<file path="config.mk">
export PLATFORM = sky130hd
export DESIGN_NAME = mux_arbiter_flat
export DESIGN_NICKNAME = d
export VERILOG_FILES = /design/src/rtl/mux_arbiter_if.sv /design/src/rtl/mux_arbiter.sv /design/src/flat_wrapper.sv
export SDC_FILE = /design/constraint.sdc
export NUM_CORES = 1
export LEC_CHECK = 0
export ABC_AREA = 1
export CORE_AREA = 2 2 39 41
export DETAILED_ROUTE_END_ITERATION = 8
export DIE_AREA = 0 0 41 43
export PLACE_DENSITY = 0.78
export RECOVER_POWER = 50
export REMOVE_ABC_BUFFERS = 1
export SLEW_MARGIN = 20
export SYNTH_ARGS = -nofsm -noshare
export SYNTH_HDL_FRONTEND = slang
export SYNTH_SLANG_ARGS = --single-unit
export TNS_END_PERCENT = 1
</file>
<file path="constraint.sdc">
create_clock -name clock -period 2.8 [get_ports clock]
set_input_delay 0.56 -clock clock [delete_from_list [all_inputs] [get_ports clock]]
set_output_delay 0.56 -clock clock [all_outputs]
set_load 0.02 [all_outputs]
</file>
<file path="src/rtl/mux_arbiter_if.sv">
// Bus between the two requesters and the mux arbiter.
//   req   : request, bit 0 = x-side, bit 1 = y-side (held high until done)
//   x, y  : requester data, mux inputs 0 and 1
//   grant : one-hot grant, 00 when nobody owns the mux
//   sel   : mux select, 0 = x, 1 = y
//   out   : registered mux output
//   valid : out holds owner data sampled on the previous edge
// master = requester side, slave = arbiter side.
interface mux_arbiter_if #(
  parameter int WIDTH = 1
);
  logic [1:0]       req;
  logic [WIDTH-1:0] x;
  logic [WIDTH-1:0] y;
  logic [1:0]       grant;
  logic             sel;
  logic [WIDTH-1:0] out;
  logic             valid;

  modport master (
    output req, x, y,
    input  grant, sel, out, valid
  );

  modport slave (
    input  req, x, y,
    output grant, sel, out, valid
  );
endinterface

</file>
<file path="src/rtl/mux_arbiter.sv">
// Round-robin arbiter sharing one 2:1 mux between an x-side and a y-side
// requester. Grants are one-hot, every change of owner passes through a
// one-cycle all-zero grant gap, and a contended owner is preempted after
// MAX_HOLD consecutive grant cycles. The mux output is registered with a
// valid flag that lags the grant by one cycle.
// Ports:
//   clock : rising-edge clock
//   reset : synchronous, active-high reset
//   bus   : mux_arbiter_if slave (req, x, y in; grant, sel, out, valid out)
module mux_arbiter #(
  parameter int WIDTH    = 1,
  parameter int MAX_HOLD = 8
) (
  input  logic         clock,
  input  logic         reset,
  mux_arbiter_if.slave bus
);

  localparam int                CNT_W     = $clog2(MAX_HOLD) + 1;
  localparam logic [CNT_W-1:0]  HOLD_LAST = CNT_W'(MAX_HOLD - 1);

  typedef enum logic [1:0] {
    IDLE   = 2'd0,
    GRANT0 = 2'd1,
    GRANT1 = 2'd2,
    SWITCH = 2'd3
  } state_e;

  state_e           state_q, state_d;
  logic             last_q,  last_d;   // index of the most recent owner
  logic [CNT_W-1:0] hold_q,  hold_d;   // grant cycles spent by current owner
  logic [1:0]       grant_q, grant_d;
  logic             sel_q,   sel_d;
  logic [WIDTH-1:0] out_q,   out_d;
  logic             valid_q, valid_d;

  logic owner;      // index of the owner while in GRANT0/GRANT1
  logic req_mine;
  logic req_other;

  function automatic state_e grant_state(input logic idx);
    return idx ? GRANT1 : GRANT0;
  endfunction

  // Next-state and register-load logic.
  // NOTE: every variable gets a default before the case statement, so no
  // path leaves one unassigned and no latch is inferred.
  always_comb begin
    state_d   = state_q;
    last_d    = last_q;
    hold_d    = hold_q;
    sel_d     = sel_q;
    grant_d   = 2'b00;
    out_d     = out_q;
    valid_d   = 1'b0;
    owner     = (state_q == GRANT1);
    req_mine  = bus.req[owner];
    req_other = bus.req[~owner];

    unique case (state_q)
      IDLE: begin
        unique case (bus.req)
          2'b01:   state_d = GRANT0;
          2'b10:   state_d = GRANT1;
          2'b11:   state_d = grant_state(~last_q);
          default: state_d = IDLE;
        endcase
      end
      GRANT0, GRANT1: begin
        if (!req_mine) begin
          state_d = req_other ? SWITCH : IDLE;
        end else if (req_other && (hold_q == HOLD_LAST)) begin
          state_d = SWITCH;  // contended and out of hold budget
        end
      end
      SWITCH: begin
        // last_q still names the owner that just left.
        if (bus.req[~last_q]) begin
          state_d = grant_state(~last_q);
        end else if (bus.req[last_q]) begin
          state_d = grant_state(last_q);
        end else begin
          state_d = IDLE;
        end
      end
      default: state_d = IDLE;
    endcase

    // Registered outputs follow the state being entered, so sel settles
    // on the same edge that raises or drops grant and never moves while a
    // grant bit is high.
    unique case (state_d)
      GRANT0: begin
        grant_d = 2'b01;
        sel_d   = 1'b0;
        last_d  = 1'b0;
      end
      GRANT1: begin
        grant_d = 2'b10;
        sel_d   = 1'b1;
        last_d  = 1'b1;
      end
      SWITCH: sel_d = ~last_q;
      default: ;
    endcase

    // Counter restarts on entry to a grant state and saturates at the
    // budget, so a long uncontended hold cannot wrap and postpone the
    // preemption once the other side starts asking.
    if ((state_d == GRANT0 || state_d == GRANT1) && (state_d != state_q)) begin
      hold_d = '0;
    end else if ((state_q == GRANT0 || state_q == GRANT1) && (hold_q != HOLD_LAST)) begin
      hold_d = hold_q + CNT_W'(1);
    end

    // Datapath captures the owner's data only while a grant is active.
    if (state_q == GRANT0 || state_q == GRANT1) begin
      out_d   = sel_q ? bus.y : bus.x;
      valid_d = 1'b1;
    end
  end

  // NOTE: sequential state uses non-blocking assignments so every register
  // samples the pre-edge values regardless of statement order.
  always_ff @(posedge clock) begin
    if (reset) begin
      state_q <= IDLE;
      last_q  <= 1'b1;
      hold_q  <= '0;
      grant_q <= 2'b00;
      sel_q   <= 1'b0;
      out_q   <= '0;
      valid_q <= 1'b0;
    end else begin
      state_q <= state_d;
      last_q  <= last_d;
      hold_q  <= hold_d;
      grant_q <= grant_d;
      sel_q   <= sel_d;
      out_q   <= out_d;
      valid_q <= valid_d;
    end
  end

  assign bus.grant = grant_q;
  assign bus.sel   = sel_q;
  assign bus.out   = out_q;
  assign bus.valid = valid_q;

endmodule

</file>
<file path="src/flat_wrapper.sv">
// flat-port wrapper written by rule: the top's interface ports become plain ports
module mux_arbiter_flat 
#(
  parameter int WIDTH    = 1,
  parameter int MAX_HOLD = 8
)
  (clock, reset, bus_req, bus_x, bus_y, bus_grant, bus_sel, bus_out, bus_valid);
  mux_arbiter_if #(.WIDTH(WIDTH)) bus_i ();
  input  logic clock;
  input  logic reset;
  input wire logic [$bits(bus_i.req)-1:0] bus_req;
  input wire logic [$bits(bus_i.x)-1:0] bus_x;
  input wire logic [$bits(bus_i.y)-1:0] bus_y;
  output wire logic [$bits(bus_i.grant)-1:0] bus_grant;
  output wire logic [$bits(bus_i.sel)-1:0] bus_sel;
  output wire logic [$bits(bus_i.out)-1:0] bus_out;
  output wire logic [$bits(bus_i.valid)-1:0] bus_valid;
  assign bus_i.req = bus_req;
  assign bus_i.x = bus_x;
  assign bus_i.y = bus_y;
  assign bus_grant = bus_i.grant;
  assign bus_sel = bus_i.sel;
  assign bus_out = bus_i.out;
  assign bus_valid = bus_i.valid;
  mux_arbiter #(.WIDTH(WIDTH), .MAX_HOLD(MAX_HOLD)) u_core (.clock(clock), .reset(reset), .bus(bus_i));
endmodule
</file>
---- After elaboration in Yosys (flattened, before gate mapping) ----
Cells that the tools add are included.
word-level totals
  latch bits .............................. 0
  memories kept ........................... 0
  flip-flop bits (word level) ............. 12
  memory bits (read-only) ................. 0
  RAM bits ................................ 0
  input port bits ......................... 6
  word-level logic and storage cells ...... 58
cells by class
  multiply operators ...................... 0
  muxes and demuxes ....................... 22
  magnitude comparators ................... 4
  $add $sub $neg .......................... 1
  equal/unequal tests ..................... 12
  divide/modulo/power cells ............... 0
  shift operators ......................... 0
  reductions and logical operators ........ 10
  bitwise operators ....................... 2
operator list
  cell                 count
  $mux 2               7
  $eq 2x2->1 const B   6
  $pmux 2 s3           2
  $mux 1               10
  $lt 1x2->1 const B   4
  $eq 2x1->1 const B   3
  $add 4x1->4 const B  1
  $eq 4x3->1 const B   1
  $ne 4x3->1 const B   1
  $pmux 2 s2           1
  $reduce_or 2->1      2
  $logic_and 1x1->1    3
  $pmux 1 s3           1
  $reduce_bool 3->1    1
  $logic_not 2->1      1
  $logic_or 1x1->1     2
  $ne 2x2->1           1
  $not 1->1            2
  $pmux 1 s2           1
  $reduce_bool 2->1    1

---- Logic depth before layout (Yosys ltp) ----
  depth after elaboration ................. 12
  gate-level depth with buffers ........... 15
  depth with buffers taken out ............ 15

---- Worst setup path after synthesis ----
Ideal clock, no wire load.
  path kind ............................... reg2reg
  start point ............................. reg u_core.state_q[1]
  end point ............................... reg u_core.sel_q, in the netlist u_core.bus.sel
  slack ................................... 0.996 ns
  data required time ...................... 2.705 ns
  arrival time ............................ 1.708 ns
  cell stages (with the launch flop) ...... 10
  path through ............................ dfxtp_1 > inv_1 > ha_1 > inv_2 > nor3_4 > nand2_1 > nand2_2 > inv_1 > ha_1 > a221oi_1
between the ends
  cells in the longest elaborated chain, start to end .. 9
  elaborated cells between the ends (all ways) .. 19
  classes of those cells .................. eq/ne: 6; mux: 9; reduce/logical: 4
RTL lines
  element                                          line                                  source
  from (decl)                                      mux_arbiter.sv:29                     state_e state_q, state_d;
  from (signal assigned)                           mux_arbiter.sv:135                    state_q <= state_d;
  $eq 2x2->1                                       mux_arbiter.sv:56, mux_arbiter.sv:60
  $mux 1 (implied by the code) (2 in series)       mux_arbiter.sv:58                     req_other = bus.req[~owner];
  $logic_and 1x1->1                                mux_arbiter.sv:72                     end else if (req_other && (hold_q == HOLD_LAST)) begin
  $mux 2                                           mux_arbiter.sv:72
  $mux 2                                           mux_arbiter.sv:70                     if (!req_mine) begin
  $pmux 2 s3 (*)                                   mux_arbiter.sv:60                     unique case (state_q)
  net u_core.state_d[0]                            mux_arbiter.sv:29
  $eq 2x2->1 or $eq 2x1->1 (tied branches)         mux_arbiter.sv:92                     unique case (state_d)
  $pmux 1 s3 or $reduce_bool 3->1 (tied branches)  --
  to (signal assigned)                             mux_arbiter.sv:139                    sel_q <= sel_d;
  to (decl)                                        mux_arbiter.sv:33                     logic sel_q, sel_d;
Mark *: on every way through the listed nets, which the timed path passes. The rest lies on a longest branch. The select of a mux whose other input is x is not followed.
A chain may end at the register's enable or synchronous reset.

---- Worst setup path in the final report ----
  start point ............................. reg u_core.state_q[1]
  end point ............................... reg u_core.last_q
between the ends
  cells in the longest elaborated chain, start to end .. 9
  elaborated cells between the ends (all ways) .. 18
  classes of those cells .................. eq/ne: 5; mux: 9; reduce/logical: 4
RTL lines
  element                                          line                                  source
  $eq 2x2->1                                       mux_arbiter.sv:56, mux_arbiter.sv:60
  $mux 1 (implied by the code) (2 in series)       mux_arbiter.sv:58
  $logic_and 1x1->1                                mux_arbiter.sv:72
  $mux 2                                           mux_arbiter.sv:72
  $mux 2                                           mux_arbiter.sv:70
  $pmux 2 s3 (*)                                   mux_arbiter.sv:60
  net u_core.state_d[0]                            mux_arbiter.sv:29
  $eq 2x2->1 or $eq 2x1->1 (tied branches)         mux_arbiter.sv:92
  $pmux 1 s2 or $reduce_bool 2->1 (tied branches)  --
  to (signal assigned)                             mux_arbiter.sv:136                    last_q <= last_d;
  to (decl)                                        mux_arbiter.sv:30                     logic last_q, last_d;
Marks and branches as above.

==> impl_metrics.py <==
metrics = {
    "final_layout": {
        "utilization": 0.598,
        "syn2layout_area_growth_pct": 19.3,
        "fill_cells": 134,
        "n_antenna_cell": 0,
        "layout-drive-gt1-share": 0.0943,
        "num-nets-final": 122,
    },
    "synthesis": {
        "synth.distinct_cells": 18,
        "yosys.area.top_type": "dfxtp_1",
        "async_flop_share": 0,
        "seq_area_frac_synth": 0.347,
        "synth-edff-count": 0,
        "yosysMostFrequentCell": "nand2_1",
        "synth_top_cells_by_area": "dfxtp_1 35%, ha_1 14%, nand2_1 9.7%",
        "synth_top_area_share": 0.347,
        "syn_area_per_cell_um2": 7.37,
        "synthCells": 94,
        "netlist_area_um2": 693,
        "ys_seq_elements": 12,
        "synth_ff_type": "dfxtp_1",
        "ys.warnings.count": 0,
        "netlist_top_cells_count": "18 x nand2_1, 16 x nor2_1, 14 x inv_1",
    },
    "detailed_routing": {
        "drt-initial-drc-count": 8,
        "firstDrtPassIters": 3,
        "wirelength_um": 1190,
        "antenna_left": 0,
        "dr_total_vias": 573,
        "wl_per_cell_um": 9.77,
        "viasPerCell": 4.70,
        "drc": 0,
    },
    "sta": {
        "hold_viol": 0,
        "rsz0062_at_grt": "no",
        "fin_ws_ns": 0.735,
        "setup_tns_ns": 0,
        "tightest_slew_ns": 0.281,
        "slew_headroom": 0.812,
        "timing.final.crit_share": 0.738,
        "clock_skew_ns": 0.00263,
        "fin_crit_ns": 2.07,
        "maxSlewViolCount": 0,
        "max_freq_mhz": 484,
        "setup_viol": 0,
    },
    "clocking": {
        "htreeDepth": 1,
        "cts_root_buf": "clkbuf_4",
        "cts_buffer_depth": 2,
        "post_cts_buffers": 0,
        "cts_inserted_buffers": 3,
        "holdBufCountCts": 0,
        "clk_latency_ns": 0.27,
        "clk_pin_slew_worst_paths_ns": 0.07,
        "cts.repair.resized": 0,
        "cts_sinks": 12,
        "cts_tree": "yes",
    },
    "global_route": {
        "grt_max_degree": 9,
        "overflow": 0,
        "use_met1": 0.237,
        "grt_pass1_wl_um": 2080,
        "grt_pass1_vias": 525,
        "grt_use_total": 0.179,
        "grt_use_met3": 0.0314,
        "grt-busiest-layer": "met2",
        "use_met2": 0.244,
        "antenna_found_initial": 0,
    },
    "power": {
        "p_comb_frac": 0.373,
        "switching_power_mw": 0.174,
        "ir_worst_vdd_mv": 0.330,
        "power.internal_mw": 0.321,
        "swShare": 0.352,
        "p_clk_frac": 0.204,
        "p_seq_frac": 0.422,
        "power_mw": 0.495,
        "leakage_nw": 0.404,
        "p_per_area_nw_per_um2": 599,
    },
    "flow_run": {
        "max-cap-violations": 0,
    },
    "worst_setup_path": {
        "worstSetupStartpointType": "flop",
        "crit_path_top_delay_cell": "dfxtp_1",
        "cp_max_fo": 5,
        "required_ns": 2.96,
        "critPathKind": "reg -> reg",
        "crit_top_cell": "inv_1",
        "critPathBufInv": 3,
        "critPathTopFamily": "adder cells",
        "cp_data_arrival_time_ns": 2.22,
        "end_kind": "flop",
        "max_stage_delay_ns": 0.42,
        "crit_chain": "inv_1 > ha_1 > inv_1 > nor3_4 > nand2_1 > nand2_1 > inv_1 > ha_1 > a21oi_1 > o21ai_0",
    },
    "min_path": {
        "min_path_type": "reg -> reg",
    },
    "placement": {
        "dp_hpwl_um": 881,
        "dp_slack_ns": 0.498,
        "place.port_buffers": 10,
        "gp_congestion": 0.765,
    },
    "status": {
        "status": "finished clean",
    },
    "die": {
        "dieArea_um2": 1760,
        "start_util": 0.501,
        "fp.dieW_um": 41,
        "fp-row-count": 14,
        "core_um2": 1380,
        "ioPinCount": 11,
        "die_h_um": 43,
    },
}
per-layer routing:
metal / vias to the layer above / share of wire
met1: 242 / 0.51
li1: 317 / -
met2: 10 / 0.44
met3: 4 / 0.025
met5: - / 0
met4: 0 / 0.023
flip-flops by register name, summed over array words and instances (netlist names):
register and cells:
u_core.bus.grant 2, u_core.bus.sel 1, u_core.bus.out 1, u_core.hold_q 4, u_core.last_q 1, u_core.bus.valid 1, u_core.state_q 2
power by group through the flow:
| stage | clock network [mW] | registers (mW) | logic [mW] |
|---|---|---|---|
| 2_1_floorplan | 0 | 0.226 | 0.122 |
| 5_1_grt | 0.114 | 0.213 | 0.211 |
| 4_1_cts | 0.107 | 0.210 | 0.191 |
| 6_report | 0.101 | 0.209 | 0.185 |
| 3_3_place_gp | 0 | 0.213 | 0.185 |
| 3_5_place_dp | 0 | 0.213 | 0.188 |
through the flow:
stage | instance area (µm²) | hold WS (ns) | instances
floorplan | 689 | 0.482 | 93
global route | 827 | 0.567 | 122
global placement | 810 | 0.506 | 119
CTS | 832 | 0.523 | 122
detailed placement | 810 | 0.512 | 119
finish | 827 | 0.515 | 122
cells by family (layout without fill, tap and decap cells):
| logic type | after synthesis | in the layout | share of synthesized area |
|---|---|---|---|
| buf+inv | 17 | 29 | 0.0921 |
| flops | 12 | 12 | 0.347 |
| simple gates | 43 | 43 | 0.274 |
| xor+xnor | 2 | 2 | 0.0253 |
| compound gates | 11 | 11 | 0.101 |
| fa+ha+maj | 8 | 8 | 0.144 |
| mux | 1 | 1 | 0.0162 |
cells in the final DEF, fill, tap and decap left out:
cell,n
nor2_1,16
xnor2_1,2
nand2_2,3
inv_2,1
o21ai_2,1
nor3_4,1
a21oi_1,4
mux2_2,1
clkbuf_4,3
inv_1,15
nand3_1,3
ha_1,8
clkdlybuf4s50_1,6
dlygate4sd3_1,4
o21bai_1,1
a221oi_1,1
o21ai_0,2
nand2_1,20
o211ai_1,2
dfxtp_1,12
tightest hold or removal path, stage by stage (launching register included):
cell,delay [ns]
dfxtp_1,0.32
inv_1,0.07
a221oi_1,0.07
final cells by class:
type	instances	area (µm²)	area share
clock buffer	3	22.5	0.0272
inverter	16	60.1	0.0726
sequential	12	240	0.290
tap	16	20.0	0.0242
multi-input combinational	65	384	0.464
timing repair buffer	10	100	0.121
worst paths after layout:
check                           cells past startpoint  slack [ns]                         start                           to
worst max-delay path                               10        0.73  u_core.state_q[1]$_SDFF_PP0_   u_core.last_q$_SDFFE_PP1P_
worst min-delay path                                2        0.51   u_core.bus.sel$_SDFFE_PP0P_  u_core.bus.sel$_SDFFE_PP0P_
worst max register to register                     10        0.73  u_core.state_q[1]$_SDFF_PP0_   u_core.last_q$_SDFFE_PP1P_
worst min register to register                      2        0.51   u_core.bus.sel$_SDFFE_PP0P_  u_core.bus.sel$_SDFFE_PP0P_
Note: power is estimated with default switching activity, not from simulation.
